--- src/rtl/alu_issue_unit.sv ---
// alu_issue_unit: execute stage that issues instructions to an external
// combinational 16-bit ALU, writes results back to an 8x16 register file,
// updates zero/negative flags and presents each result on a response port.
//
// Handshakes (both ports): a transfer happens on a rising clk edge where
// valid and ready are both high. The sender holds its payload stable while
// valid is high and ready is low. instr_ready is high only in IDLE.
// res_valid is high only in WB, and res_data/res_rd stay stable until
// res_ready is seen.
module alu_issue_unit #(
  parameter int DATA_W = 16,
  parameter int NREGS  = 8
) (
  input  logic              clk,
  input  logic              rst_n,
  input  logic              instr_valid,
  output logic              instr_ready,
  input  logic [15:0]       instr,
  output logic [DATA_W-1:0] alu_in0,
  output logic [DATA_W-1:0] alu_in1,
  output logic [3:0]        alu_select,
  input  logic [DATA_W-1:0] alu_out,
  output logic              res_valid,
  input  logic              res_ready,
  output logic [DATA_W-1:0] res_data,
  output logic [2:0]        res_rd,
  output logic              flag_z,
  output logic              flag_n,
  input  logic [2:0]        dbg_addr,
  output logic [DATA_W-1:0] dbg_data,
  output logic [1:0]        dbg_state
);

  typedef enum logic [1:0] {
    IDLE = 2'd0,
    EXEC = 2'd1,
    WB   = 2'd2
  } state_t;

  localparam logic [3:0] OP_CMP = 4'b0111;

  state_t            r_state;
  logic [DATA_W-1:0] r_regs [NREGS];
  logic [2:0]        r_rd;
  logic [DATA_W-1:0] r_alu_in0;
  logic [DATA_W-1:0] r_alu_in1;
  logic [3:0]        r_alu_sel;
  logic [DATA_W-1:0] r_res_data;
  logic [2:0]        r_res_rd;
  logic              r_flag_z;
  logic              r_flag_n;

  // Instruction field decode
  logic [3:0]        w_op;
  logic [2:0]        w_rd;
  logic [2:0]        w_rs1;
  logic [2:0]        w_rs2;
  logic [DATA_W-1:0] w_imm;

  assign w_op  = instr[15:12];
  assign w_rd  = instr[11:9];
  assign w_rs1 = instr[8:6];
  assign w_rs2 = instr[5:3];
  assign w_imm = {{(DATA_W-6){1'b0}}, instr[5:0]};

  // Issue FSM, register file, ALU operand drive and result capture.
  // Operands are registered at accept: the register file cannot change
  // between accept and the EXEC edge, so this equals a read during EXEC,
  // and the ALU inputs naturally hold their last values outside EXEC.
  always_ff @(posedge clk or negedge rst_n) begin
    if (!rst_n) begin
      r_state    <= IDLE;
      for (int i = 0; i < NREGS; i++) r_regs[i] <= '0;
      r_rd       <= '0;
      r_alu_in0  <= '0;
      r_alu_in1  <= '0;
      r_alu_sel  <= '0;
      r_res_data <= '0;
      r_res_rd   <= '0;
      r_flag_z   <= 1'b0;
      r_flag_n   <= 1'b0;
    end else begin
      case (r_state)
        IDLE: begin
          if (instr_valid) begin
            r_alu_in0 <= r_regs[w_rs1];
            r_alu_in1 <= w_op[3] ? w_imm : r_regs[w_rs2];
            r_alu_sel <= w_op;
            r_rd      <= w_rd;
            r_state   <= EXEC;
          end
        end
        EXEC: begin
          r_res_data <= alu_out;
          r_res_rd   <= r_rd;
          r_flag_z   <= (alu_out == '0);
          r_flag_n   <= alu_out[DATA_W-1];
          if (r_alu_sel != OP_CMP) r_regs[r_rd] <= alu_out;
          r_state    <= WB;
        end
        WB: begin
          if (res_ready) r_state <= IDLE;
        end
        default: r_state <= IDLE;
      endcase
    end
  end

  assign instr_ready = (r_state == IDLE);
  assign res_valid   = (r_state == WB);
  assign alu_in0     = r_alu_in0;
  assign alu_in1     = r_alu_in1;
  assign alu_select  = r_alu_sel;
  assign res_data    = r_res_data;
  assign res_rd      = r_res_rd;
  assign flag_z      = r_flag_z;
  assign flag_n      = r_flag_n;
  assign dbg_data    = r_regs[dbg_addr];
  assign dbg_state   = r_state;

endmodule

--- config.mk ---
export PLATFORM = sky130hd
export DESIGN_NAME = alu_issue_unit
export DESIGN_NICKNAME = d
export VERILOG_FILES = /design/src/rtl/alu_issue_unit.sv
export SDC_FILE = /design/constraint.sdc
export NUM_CORES = 1
export LEC_CHECK = 0
export ABC_CLOCK_PERIOD_IN_PS = 5450
export BUFFER_PORTS_ARGS = -buffer_cell sky130_fd_sc_hd__buf_2
export CAP_MARGIN = 20
export CORE_MARGIN = 10
export CORE_UTILIZATION = 55
export DETAILED_ROUTE_END_ITERATION = 8
export PLACE_DENSITY = 0.83
export SLEW_MARGIN = 10
export SYNTH_ARGS = -nofsm -noshare
export SYNTH_HDL_FRONTEND = slang
export SYNTH_SLANG_ARGS = --single-unit
--- constraint.sdc ---
create_clock -name clk -period 5.45 [get_ports clk]
set_input_delay 0.2725 -clock clk [delete_from_list [all_inputs] [get_ports clk]]
set_output_delay 0.2725 -clock clk [all_outputs]
set_load 0.05 [all_outputs]
# Yosys cells after proc, flatten, opt, wreduce, memory -nomap -nowiden
# Cells that the tools add are included.
# word_totals
reg_bits,190
input_bits,39
out_inout_bits,77
word_cells,53
# op_classes
order_cmp,5
eq_ne,5
mux,16
bitwise_logic,4
reduce_logical,6
# op_table
op,n
binary-select mux 16 bit (select 3 bit),3
bitwise mux 128 bit,1
2-to-1 mux 16 bit,8
demux 16 bit (select 3 bit),1
">= comparator 4 bit, second input constant",4
logical NOT 16 bit,1
inverter 3 -> 4 bit,4
case mux 2 bit (3 select lines),1
AND reduction 2 bit,3
"less-than comparator 4 x 1 -> 1 bit, second input constant",1
2-to-1 mux 2 bit,2
"!= test 4 x 3 -> 1 bit, second input constant",1
"== test 2 x 1 -> 1 bit, second input constant",1
"== test 2 bit, second input constant",1
logical NOT 2 bit,1
"!= test 2 x 1 -> 1 bit, second input constant",1
"!= test 2 bit, second input constant",1
logical AND 1 bit,1

# Logic depth before layout (Yosys ltp)
# logic_depth
word_depth,6
depth_mapped,6
ltp_nobuf,3

# Worst setup path before layout
# Ideal clock, no wire load.
# synth_path
path_kind,register -> register
start,"register r_alu_sel[3], in the netlist alu_select[3]"
end,register r_regs[10] (netlist name)
setup_ns,0.125
t_arrival_ns,2.071
required_ns,5.325
setup_slack_ns,3.254
path_stages_with_launch,7
path_buffers,3
period_less_slack_ns,2.196
path_cell_list,dfrtp_1 and4b_1 buf_6 or4_1 buf_2 buf_6 mux2_4
# synth_between
elab_chain_cells,2
# synth_rtl
element,line,rtl
start: declaration,47,logic [3:0] r_alu_sel;
start signal: assignment,88,r_alu_sel <= w_op;
!= test 4 x 3 -> 1 bit,98,if (r_alu_sel != OP_CMP) r_regs[r_rd] <= alu_out;
AND reduction 2 bit (no line),--,
end signal: indexed assignment,98,
end: declaration,43,logic [DATA_W-1:0] r_regs [NREGS];
# Every way passes these cells.
# A chain may end at the register's enable or synchronous reset.

# Worst setup path after layout
# layout_path
start,"register r_state[1], in the netlist dbg_state[1]"
end,register r_regs[23] (netlist name)
# layout_between
elab_chain_cells,2
# layout_rtl
element,line,rtl
start: declaration,42,state_t r_state;
start signal: assignment,72,r_state <= IDLE;
start signal: assignment,90,r_state <= EXEC;
start signal: assignment,99,r_state <= WB;
== test 2 x 1 -> 1 bit,83,case (r_state)
AND reduction 2 bit (no line),--,
# Every way passes these cells.

==> metrics.md <==
| Metric | Value |
|---|---|
| Outcome | finished clean |
| Slowest cell delay on critical path | between 1 and 1.5 ns |
| Slew HR | 24.7% |
| Die Area | 0.0249 mm^2 |
| Final slew viol count | 0 |
| Clock tree buffer depth | 2 |
| Post-synth top flop | dfrtp_1 |
| Io pins | between 100 and 150 |
| Max-Cap Viols | 0 |
| Synth Cell Area | between 0.01 and 0.015 mm^2 |
| Gate power share | between 40 and 50% |
| Total Neg Setup Slack | 0 ns |
| Synth async-reset ratio | 100% |
| Worst-path clk slew | 0.07 ns |
| Worst setup slack after placement | slightly below 3 ns |
| Initial antenna violation count | 0 |
| Reg area | between 0.004 and 0.005 mm^2 |
| Syn Inst Count | 763 |
| Die Span Y | between 150 and 200 um |
| CP Max Fanout | 31 |
| Initial core utilization | between 50% and 60% |
| Post-detailed-route count of antenna-violating nets | 0 |
| Largest cells by area after synthesis | dfrtp_1 45%, mux2_2 21%, mux4_2 9.1%, mux2_4 5.7%, mux2i_1 3.5% |
| First-pass DRT Iterations | 5 |
| Grt ovf | 0 |
| Power per cell area | ~640 mW/mm^2 |
| Worst-Skew Late Latency | 0.44 ns |
| Synth unique cells | 39 |
| Total CTS buffers | 17 |
| Global-route wire length before repair | roughly 44000 um |
| Die X | approximately 160 um |
| Layout cells sized above 1 | approximately 52% |
| Internal Power | approximately 4400 uW |
| Synth Register Bits | around 190 |
| Yosys top cell by area | dfrtp_1 |
| Root buffer cell | clkbuf_16 |
| CTS tree | done |
| Filler instances | ~1400 |
| Post-cts resize count | 0 |
| WP buf/inv | 0 |
| Reg power frac | 36.8% |
| Synth Warn # | 0 |
| HPWL Detailed | approximately 17000 um |
| Vias in the first global route | between 7000 and 8000 |
| Clock sink total | around 190 |
| Row count | 50 |
| DRC errors left | 0 |
| Core Region | roughly 0.019 mm^2 |
| EDFF count, synth | 0 |
| CP max stage cell | or4_1 |
| Worst path required time | 5.77 ns |
| DR WL/cell | between 20 and 30 um |
| Synth top area share | a little under half |
| Worst setup margin | 2.90 ns |
| Hold Vio Cnt, Final | 0 |
| CP delay by family, top | simple AND/OR/NAND/NOR gates |
| Worst-path cell chain | nand2b_4, or4_1, mux2_4 |
| F_max | 392 MHz |
| Vias per inst | approximately 6.6 |
| Number of port buffers | roughly 120 |
| Vias | a little over 7000 |
| Final cell count without fillers | 1083 |
| GP Congestion | approximately 0.8 |
| Multi-input logic area | about 0.0053 mm^2 |
| Critical path class | reg2reg |
| Period utilization | 46.8% |
| Post-synthesis sequential area ratio | between 40 and 50% |
| Sw Share | between 40% and 50% |
| Drt initial violations | 689 |
| CTS H-Tree Depth | 4 |
| VDD IR-drop max | about 0.0004 V |
| Total power | around 7500 uW |
| Syn nets | ~800 |
| Final setup vio count | 0 |
| Antenna diodes | 0 |
| Slew @ Worst Pin | approximately 1.1 ns |
| Mapped Avg Cell Area | between 10 and 15 um^2 |
| Clock network power share | between 10% and 20% |
| P&R area growth vs syn | 11.4% |
| Critical path arrival | 2.87 ns |
| Leak pwr | 0.00523 uW |
| Min cycle time layout | ~2.5 ns |
| Post-Route WL | between 20000 and 30000 um |
| Final net count | between 800 and 900 |
| Sw power | around 3100 uW |
| Hold slack | roughly 0.036 ns |
| Placed Cells | 1050 |
| Largest net degree at the start of global routing | 86 |
| Critical path endpoint category | register |
| RSZ-0062 raised after global routing | false |
| CP Launch Type | register |
| Total track usage | between 20 and 25% |
| HP Class | in2reg |
| Skew final | 0.00818 ns |
[cells in the mapped netlist, types with 7 or more instances]
cell type,n
a22o_1,16
buf_1,19
buf_2,21
clkbuf_1,23
dfrtp_1,189
mux2_2,196
mux2_4,40
mux2i_1,37
mux4_2,42
nand2_1,34
nand2b_1,7
nor2_1,15
nor2b_1,10
o22ai_1,31
o31ai_1,28
[per-stage QoR]
stage                     instance area (um^2)  util [%]
after detailed placement                 11000      59.1
after floorplan                          10400         -
after global placement                   11000      59.1
after global routing                     11600      62.2
after CTS                                11600      62.2
final                                    11600      62.2
[cell families after synthesis]
| kind of cell | after synthesis | synth area share, % |
|---|---|---|
| AO/OA/AOI/OAI | 91 | 6.42 |
| buffers and inverters | 78 | 3.75 |
| flip-flops | 189 | 45.3 |
| multiplexers | 316 | 39.6 |
| AND/OR/NAND/NOR | 89 | 4.99 |
[power groups by stage]
stage / combinational [uW] / sequential [uW] / clock [uW]
floorplan: 2120 / 3280 / 0
global placement: 3410 / 2680 / 0
detailed placement: 3470 / 2730 / 0
CTS: 3490 / 2720 / 1250
global route: 3690 / 2840 / 1320
finish: 3470 / 2750 / 1250
[final timing paths]
check                                         start                        to  slack [ns]  cells past startpoint
setup / recovery           dbg_state[1]$_DFFE_PN0P_    r_regs[23]$_DFFE_PN0P_        2.90                      3
hold / removal                            res_ready  dbg_state[1]$_DFFE_PN0P_        0.04                      2
setup reg to reg           dbg_state[1]$_DFFE_PN0P_    r_regs[23]$_DFFE_PN0P_        2.90                      3
hold reg to reg              alu_in0[9]$_DFFE_PN0P_    alu_in0[9]$_DFFE_PN0P_        0.48                      2
max in group asynchronous                     rst_n    r_regs[38]$_DFFE_PN0P_        3.78                      3
min in group asynchronous                     rst_n    alu_in0[2]$_DFFE_PN0P_        0.46                      2
[cells in the final DEF, fill, tap and decap left out, drive strengths merged, types with 3 or more instances in the layout]
cell / count
inv: 3
o31ai: 28
o22ai: 31
a221oi: 3
clkinv: 3
o41ai: 4
nand2b: 8
or4: 3
mux4: 42
o21ai: 3
nand2: 34
a2111oi: 4
a22o: 16
nor2: 15
buf: 127
mux2: 237
nor4: 7
clkbuf: 27
dfrtp: 189
mux2i: 37
nor2b: 10
and2: 3
[cell type report]
class,instances,share of cell area (%)
Multi-Input combinational cell,496,45.8
Sequential cell,189,40.6
Timing Repair Buffer,129,5.95
Clock buffer,26,4.29
Tap cell,234,2.52
Clock inverter,6,0.710
Inverter,3,0.0968
[per-layer routing]
metal / vias up / wire [um] / part of all wire (%) / GRT usage [%]
li1: 3033 / - / - / -
met1: 3689 / 11600 / 41 / 29.3
met2: 331 / 13400 / 48 / 36.7
met3: 83 / 1900 / 6.8 / 4.75
met4: 0 / 1060 / 3.8 / 11.5
met5: - / 0 / 0 / 0
[what timing repair did]
action | in CTS | in global routing
hold buffers | 1 | 0
endpoints found under the setup margin | 0 | 0
endpoints found under the hold margin | 83 | 0
setup buffers | 0 | 0
[sequential cells by signal, indices dropped and copies added (netlist names), 2 cells and up]
register	count
r_regs	128
alu_in0	16
alu_in1	16
res_data	16
alu_select	4
r_rd	3
res_rd	3
dbg_state	2
Power figures use the tool's default switching activity.
